--- config.mk ---
export PLATFORM = sky130hd
export DESIGN_NAME = reg_bus_master
export DESIGN_NICKNAME = d
export VERILOG_FILES = /design/src/rtl/reg_bus_master.sv
export SDC_FILE = /design/constraint.sdc
export NUM_CORES = 1
export LEC_CHECK = 0
export CAP_MARGIN = 20
export CORE_MARGIN = 2
export CORE_UTILIZATION = 41
export CTS_BUF_LIST = sky130_fd_sc_hd__clkbuf_16
export DETAILED_ROUTE_END_ITERATION = 6
export GPL_TIMING_DRIVEN = 1
export PLACE_DENSITY = 0.81
export SLEW_MARGIN = 10
export SYNTH_ARGS = -nofsm -noshare
export SYNTH_HDL_FRONTEND = slang
export SYNTH_SLANG_ARGS = --single-unit
--- constraint.sdc ---
create_clock -name clockCore -period 2.45 [get_ports clockCore]
set_input_delay 0.49 -clock clockCore [delete_from_list [all_inputs] [get_ports clockCore]]
set_output_delay 0.49 -clock clockCore [all_outputs]
set_load 0.005 [all_outputs]
--- src/rtl/reg_bus_master.sv ---
// rtl/reg_bus_master.sv - single-outstanding register-bus master with ack timeout
// Optional statistics counters are built when REG_BUS_MASTER_STATS_EN is defined.
module reg_bus_master #(
  parameter int TIMEOUT_CYCLES = 256,
  parameter int CNT_W          = 16
) (
  input  logic             clockCore,
  input  logic             resetCore,
  input  logic             reqValid,
  output logic             reqReady,
  input  logic             reqRead,
  input  logic [31:0]      reqAddress,
  input  logic [31:0]      reqWriteData,
  output logic             rspValid,
  input  logic             rspReady,
  output logic [31:0]      rspReadData,
  output logic             rspError,
  output logic             rspTimeout,
  output logic             registerSelect,
  output logic             registerRead,
  output logic [31:0]      registerAddress,
  output logic [31:0]      registerWriteData,
  input  logic             registerAck,
  input  logic             registerError,
  input  logic [31:0]      registerReadData,
  output logic [CNT_W-1:0] statTxnCount,
  output logic [CNT_W-1:0] statTimeoutCount,
  output logic [CNT_W-1:0] statLateAckCount
);

  localparam logic [1:0] S_IDLE  = 2'd0;
  localparam logic [1:0] S_ISSUE = 2'd1;
  localparam logic [1:0] S_WAIT  = 2'd2;
  localparam logic [1:0] S_RESP  = 2'd3;

  logic [1:0]       r_state;
  logic [CNT_W-1:0] r_cnt;
  logic             r_req_ready;
  logic             r_sel;
  logic             r_rd;
  logic [31:0]      r_addr;
  logic [31:0]      r_wdata;
  logic             r_rsp_valid;
  logic [31:0]      r_rsp_data;
  logic             r_rsp_err;
  logic             r_rsp_to;
  logic             w_expired;

  assign w_expired = (r_cnt == CNT_W'(TIMEOUT_CYCLES - 1));

  always_ff @(posedge clockCore) begin
    if (resetCore) begin
      r_state     <= S_IDLE;
      r_cnt       <= '0;
      r_req_ready <= 1'b0;
      r_sel       <= 1'b0;
      r_rd        <= 1'b0;
      r_addr      <= '0;
      r_wdata     <= '0;
      r_rsp_valid <= 1'b0;
      r_rsp_data  <= '0;
      r_rsp_err   <= 1'b0;
      r_rsp_to    <= 1'b0;
    end else begin
      r_sel <= 1'b0;
      case (r_state)
        S_IDLE: begin
          if (reqValid && r_req_ready) begin
            r_rd        <= reqRead;
            r_addr      <= reqAddress;
            r_wdata     <= reqWriteData;
            r_req_ready <= 1'b0;
            r_sel       <= 1'b1;
            r_state     <= S_ISSUE;
          end else begin
            r_req_ready <= 1'b1;
          end
        end
        S_ISSUE: begin
          r_cnt   <= '0;
          r_state <= S_WAIT;
        end
        S_WAIT: begin
          // An ack in the expiry cycle still completes normally.
          if (registerAck) begin
            r_rsp_data  <= r_rd ? registerReadData : 32'h0;
            r_rsp_err   <= registerError;
            r_rsp_to    <= 1'b0;
            r_rsp_valid <= 1'b1;
            r_state     <= S_RESP;
          end else if (w_expired) begin
            r_rsp_data  <= 32'hFFFF_FFFF;
            r_rsp_err   <= 1'b1;
            r_rsp_to    <= 1'b1;
            r_rsp_valid <= 1'b1;
            r_state     <= S_RESP;
          end else begin
            r_cnt <= r_cnt + CNT_W'(1);
          end
        end
        S_RESP: begin
          if (rspReady) begin
            r_rsp_valid <= 1'b0;
            r_req_ready <= 1'b1;
            r_state     <= S_IDLE;
          end
        end
        default: r_state <= S_IDLE;
      endcase
    end
  end

  assign reqReady          = r_req_ready;
  assign rspValid          = r_rsp_valid;
  assign rspReadData       = r_rsp_data;
  assign rspError          = r_rsp_err;
  assign rspTimeout        = r_rsp_to;
  assign registerSelect    = r_sel;
  assign registerRead      = r_rd;
  assign registerAddress   = r_addr;
  assign registerWriteData = r_wdata;

`ifdef REG_BUS_MASTER_STATS_EN
  logic [CNT_W-1:0] r_txn_cnt;
  logic [CNT_W-1:0] r_to_cnt;
  logic [CNT_W-1:0] r_late_cnt;
  logic             w_txn_done;
  logic             w_to_entry;
  logic             w_late_ack;

  assign w_txn_done = (r_state == S_RESP) && rspReady;
  assign w_to_entry = (r_state == S_WAIT) && !registerAck && w_expired;
  assign w_late_ack = registerAck && (r_state != S_WAIT);

  // Counters saturate at all-ones.
  always_ff @(posedge clockCore) begin
    if (resetCore) begin
      r_txn_cnt  <= '0;
      r_to_cnt   <= '0;
      r_late_cnt <= '0;
    end else begin
      if (w_txn_done && (r_txn_cnt != '1))  r_txn_cnt  <= r_txn_cnt + CNT_W'(1);
      if (w_to_entry && (r_to_cnt != '1))   r_to_cnt   <= r_to_cnt + CNT_W'(1);
      if (w_late_ack && (r_late_cnt != '1)) r_late_cnt <= r_late_cnt + CNT_W'(1);
    end
  end

  assign statTxnCount     = r_txn_cnt;
  assign statTimeoutCount = r_to_cnt;
  assign statLateAckCount = r_late_cnt;
`else
  assign statTxnCount     = '0;
  assign statTimeoutCount = '0;
  assign statLateAckCount = '0;
`endif

endmodule

-- Word level (Yosys, flattened, before mapping)
Index checks and enable logic that the tools add are counted.
- eq/ne operators: 9
- multiplexer cells: 21
- add/sub/neg operators: 1
- reductions and logical operators: 13
- bitwise gates (word level): 1
- operator list (operator ; number):
    $mux W32 ; 3
    $mux W16 ; 2
    $pmux W16 S2 ; 1
    $add A16 B1 Y16 const B ; 1
    $eq A16 B8 Y1 const B ; 1
    $reduce_and A3 Y1 ; 3
    $mux W1 ; 8
    $mux W2 ; 4
    $ne A2 B2 Y1 const B ; 4
    $pmux W2 S4 ; 1
    $reduce_bool A2 Y1 ; 4
    $reduce_and A2 Y1 ; 3
    $eq A2 B2 Y1 const B ; 2
    $pmux W1 S2 ; 2
    $ne A3 B3 Y1 const B ; 1
    $eq A2 B1 Y1 const B ; 1
    $logic_not A2 Y1 ; 1
    $reduce_or A2 Y1 ; 1
    $logic_and A1 B1 Y1 ; 1
    $not A1 Y1 ; 1
- bits of input ports: 103
- bits in registers: 120

-- Longest topological paths before layout
- depth in word-level cells: 4
- mapped depth: 9
- depth with buffers taken out: 6

-- Least setup slack after synthesis
OpenSTA, ideal clock, no wires.
- path type: reg2reg
- from: register r_cnt[8]
- to: register r_rsp_data[10], in the netlist rspReadData[10]
- path buffers: 1
- stages on the path, launching flop included: 6
- path slack: 0.555 ns
- data required time: 2.376 ns
- library setup time: 0.074 ns
- arrival time: 1.820 ns
- cell sequence: dfxtp_1 or4_4 o41ai_4 buf_6 nor2_2 nor3_2
- word-level cells in the longest chain between the ends: 3
- ends and longest elaborated chain (what ; RTL line ; RTL):
    start, declared ; 37 ; logic [CNT_W-1:0] r_cnt;
    start signal, assigned ; 98 ; r_cnt <= r_cnt + CNT_W'(1);
    $eq A16 B8 Y1 ; 49 ; assign w_expired = (r_cnt == CNT_W'(TIMEOUT_CYCLES - 1));
    $reduce_bool A2 Y1 (no source line) ; - ;
    $reduce_and A2 Y1 (no source line) ; - ;
    end signal, assigned ; 86 ; r_rsp_data <= r_rd ? registerReadData : 32'h0;
    end, declared ; 44 ; logic [31:0] r_rsp_data;
Every way passes these cells.
A chain may end at the register's enable or synchronous reset.

-- Final worst setup path
- from: register r_cnt[8]
- to: register r_cnt[12]
- word-level cells in the longest chain between the ends: 4
- elaborated cells between the ends (all ways): 7
- classes of those cells: add/sub: 1; eq/ne: 2; mux: 3; reduce/logical: 1
- ends and longest elaborated chain (what ; RTL line ; RTL):
    $add A16 B1 Y16 ; 98 ;
    $mux W16 ; 91 ; end else if (w_expired) begin
    $mux W16 ; 85 ; if (registerAck) begin
    $pmux W16 S2 ; 66 ; case (r_state)
Parallel ways exist; a longest one is shown, timed or not. The select of a mux whose other input is x is not followed.

==> results.cfg <==
[synth]
ys_dominant_reg_cell = dfxtp_1
async_reset_ff_share_pct = 0
synth_cells = 627
synth_cell_type_count = 49
synth-edff-count = 0
yosys.area.top_type_share_pct = 45.59
syn_area_um2 = 5269
ys_seq_area_share_pct = 45.59
avgSynthCellArea_um2 = 8.403
synth_most_common_cell = nand2_1
synth_top_cell_by_area = dfxtp_1
synth_warnings = 0
yosys-top-cells-count = nand2_1 (141), dfxtp_1 (120), a21oi_1 (106)
yosys-top-cells-area = dfxtp_1 (46%), a21oi_1 (10%), nand2_1 (10%), buf_4 (7.0%), nor3_2 (5.5%)
synth_seq_cells = 120

[clock_tree]
cts_root_buf = clkbuf_16
hold_buffers = 0
post_cts_buffers = 0
clockBufferDepth = 2
post_cts_resized = 0
cts.reportedPaths.clkPinSlew_ns = 0.05
cts_tree = yes
clock-sinks = 120
clock_latency_ns = 0.41
h-tree-depth = 4
cts_buffers = 17

[critical_path]
path_cells = or4_4 > o41ai_2 > buf_4 > nand2b_1 > a311oi_1
critPathCaptureType = flip-flop
cpPeakStageDelay_ns = 0.59
crit_arrival_ns = 2.41
crit_fanout = 21
slowest_stage = or4_4
required_ns = 2.77
start_kind = flip-flop
crit_type = flip-flop to flip-flop

[drt]
dr_total_vias = 4818
via_per_inst = 4.813
wl_per_cell_um = 14.07
drt_pass1_iterations = 4
drc_errors = 0
totalWireLength_mm = 14.08
drtIter0Drc = 247
drtAntennaViolNets = 0

[sta]
layout_min_cycle_time_ns = 2.095
timing.fmax_mhz = 477.3
final-max-slew-violation-count = 0
rsz0062_at_grt = false
post-route-period-util_pct = 85.52
max_slew_margin_pct = 52.61
finClkSkew_ns = 0.007104
finalSetupViolCount = 0
tightest_slew_ns = 0.7108
hold_viol = 0
final.setup.tns_ns = 0

[floorplanning]
start_util_pct = 41.92
core_um2 = 12570
die_x_um = 117.4
fp.dieH_um = 117.4
die_area_um2 = 13770
io_pins = 253
rows = 41

[placed_design]
place_inst = 969
port-buffer-count = 204
gp_congestion = 0.8638
place_hpwl_mm = 9.614

[flow_run]
cap_violations = 0

[finish]
area_growth_syn_to_layout_pct = 48.63
finalNonFillerCells = 1001
drive_above_1_share_pct = 13.39
final_nets = 925
antenna_cells = 0

[worst_hold_path]
hold_path.class = flip-flop to flip-flop

[grt]
track_usage_pct = 20.61
grt_overflow = 0
grt_pass1_vias = 4646
grt_start_max_net_pins = 67
grt_pass1_wl_mm = 23.12
antenna_found_initial = 0

[power]
p_leak_uw = 0.002863
peakVddDrop_uv = 652.1
swShare_pct = 29.85
p_int_uw = 4696
pwr-share-comb_pct = 28.7
power.switching_uw = 1999
pwr-share-clk_pct = 35.4
seqPwrFrac_pct = 35.9
power_density_nw_per_um2 = 854.8

[outcome]
outcome = finished clean
cell families after synthesis:
kind of cell | count (synthesis) | synth area share, %
muxes | 1 | 0.1900
other | 1 | 0.07117
DFF | 120 | 45.59
buffers and inverters | 98 | 11.04
adders and majority gates | 6 | 1.425
AOI/OAI and AO/OA | 141 | 15.93
and+or+nand+nor | 260 | 25.74
per-layer routing:
layer  share of wire [%]  GRT usage [%]  vias up
met4                 1.8          7.078        0
li1                    -              -     2412
met5                   0              0        -
met2                  47          32.05      195
met3                 9.8          10.26       21
met1                  42          24.72     2190
area by class of cell:
class,instances,area [um^2]
Inverter,6,22.52
Tap cell,172,215.2
Clock buffer,17,425.4
Sequential cell,120,2402
Timing Repair Buffer,215,2160
Fill cell,1094,4737
Multi-Input combinational cell,456,2467
Clock inverter,15,138.9
sequential cells by signal, summed over array words and instances, names as in the netlist:
| signal | flops |
|---|---|
| r_state | 2 |
| rspReadData | 32 |
| r_cnt | 16 |
| registerSelect | 1 |
| registerAddress | 32 |
| rspError | 1 |
| rspValid | 1 |
| registerWriteData | 32 |
| rspTimeout | 1 |
| reqReady | 1 |
| registerRead | 1 |
worst max-delay path: cells and delay by family, from the launching register on:
family	cells	cell delay [ns]
compound gates	2	0.57
buf+inv	1	0.29
simple gates	2	0.76
flops	1	0.38
final timing paths:
| kind | from | to | slack [ns] | cells after the start |
|---|---|---|---|---|
| worst min register to register | registerWriteData[4]$_SDFFE_PP0P_ | registerWriteData[4]$_SDFFE_PP0P_ | 0.45 | 2 |
| worst max register to register | r_cnt[8]$_SDFFE_PP0P_ | r_cnt[12]$_SDFFE_PP0P_ | 0.35 | 5 |
| worst max-delay path | r_cnt[8]$_SDFFE_PP0P_ | r_cnt[12]$_SDFFE_PP0P_ | 0.35 | 5 |
| worst min-delay path | registerWriteData[4]$_SDFFE_PP0P_ | registerWriteData[4]$_SDFFE_PP0P_ | 0.45 | 2 |
power by group through the flow:
stage | Sequential (uW) | Combinational (uW) | Clock [uW]
3_5_place_dp | 2440 | 1930 | 0
4_1_cts | 2410 | 1940 | 2420
2_1_floorplan | 2460 | 1020 | 0
3_3_place_gp | 2430 | 1900 | 0
5_1_grt | 2440 | 2120 | 2510
6_report | 2400 | 1920 | 2370
cells in the final DEF, fill, tap and decap left out, types with 8 or more instances in the layout:
master,n
nand3_1,11
conb_1,48
inv_1,8
dfxtp_1,120
clkdlybuf4s50_1,203
nor3_2,29
nand2_1,141
clkbuf_16,17
nor2_2,29
nor2_1,11
a21oi_1,106
buf_4,9
per-stage QoR:
| stage | util (%) | setup WS [ns] | power, uW | instance area [um^2] | hold slack (ns) |
|---|---|---|---|---|---|
| floorplan | - | 0.5553 | 3475 | 5445 | 0.4266 |
| global placement | 57.82 | 0.3173 | 4333 | 7267 | 0.4409 |
| detailed placement | 57.82 | 0.2966 | 4368 | 7267 | 0.4457 |
| CTS | 62.31 | 0.3900 | 6769 | 7831 | 0.4527 |
| global route | 62.31 | 0.2324 | 7071 | 7831 | 0.4681 |
| finish | 62.31 | 0.3548 | 6695 | 7831 | 0.4504 |
(Power assumes the default switching activity.)
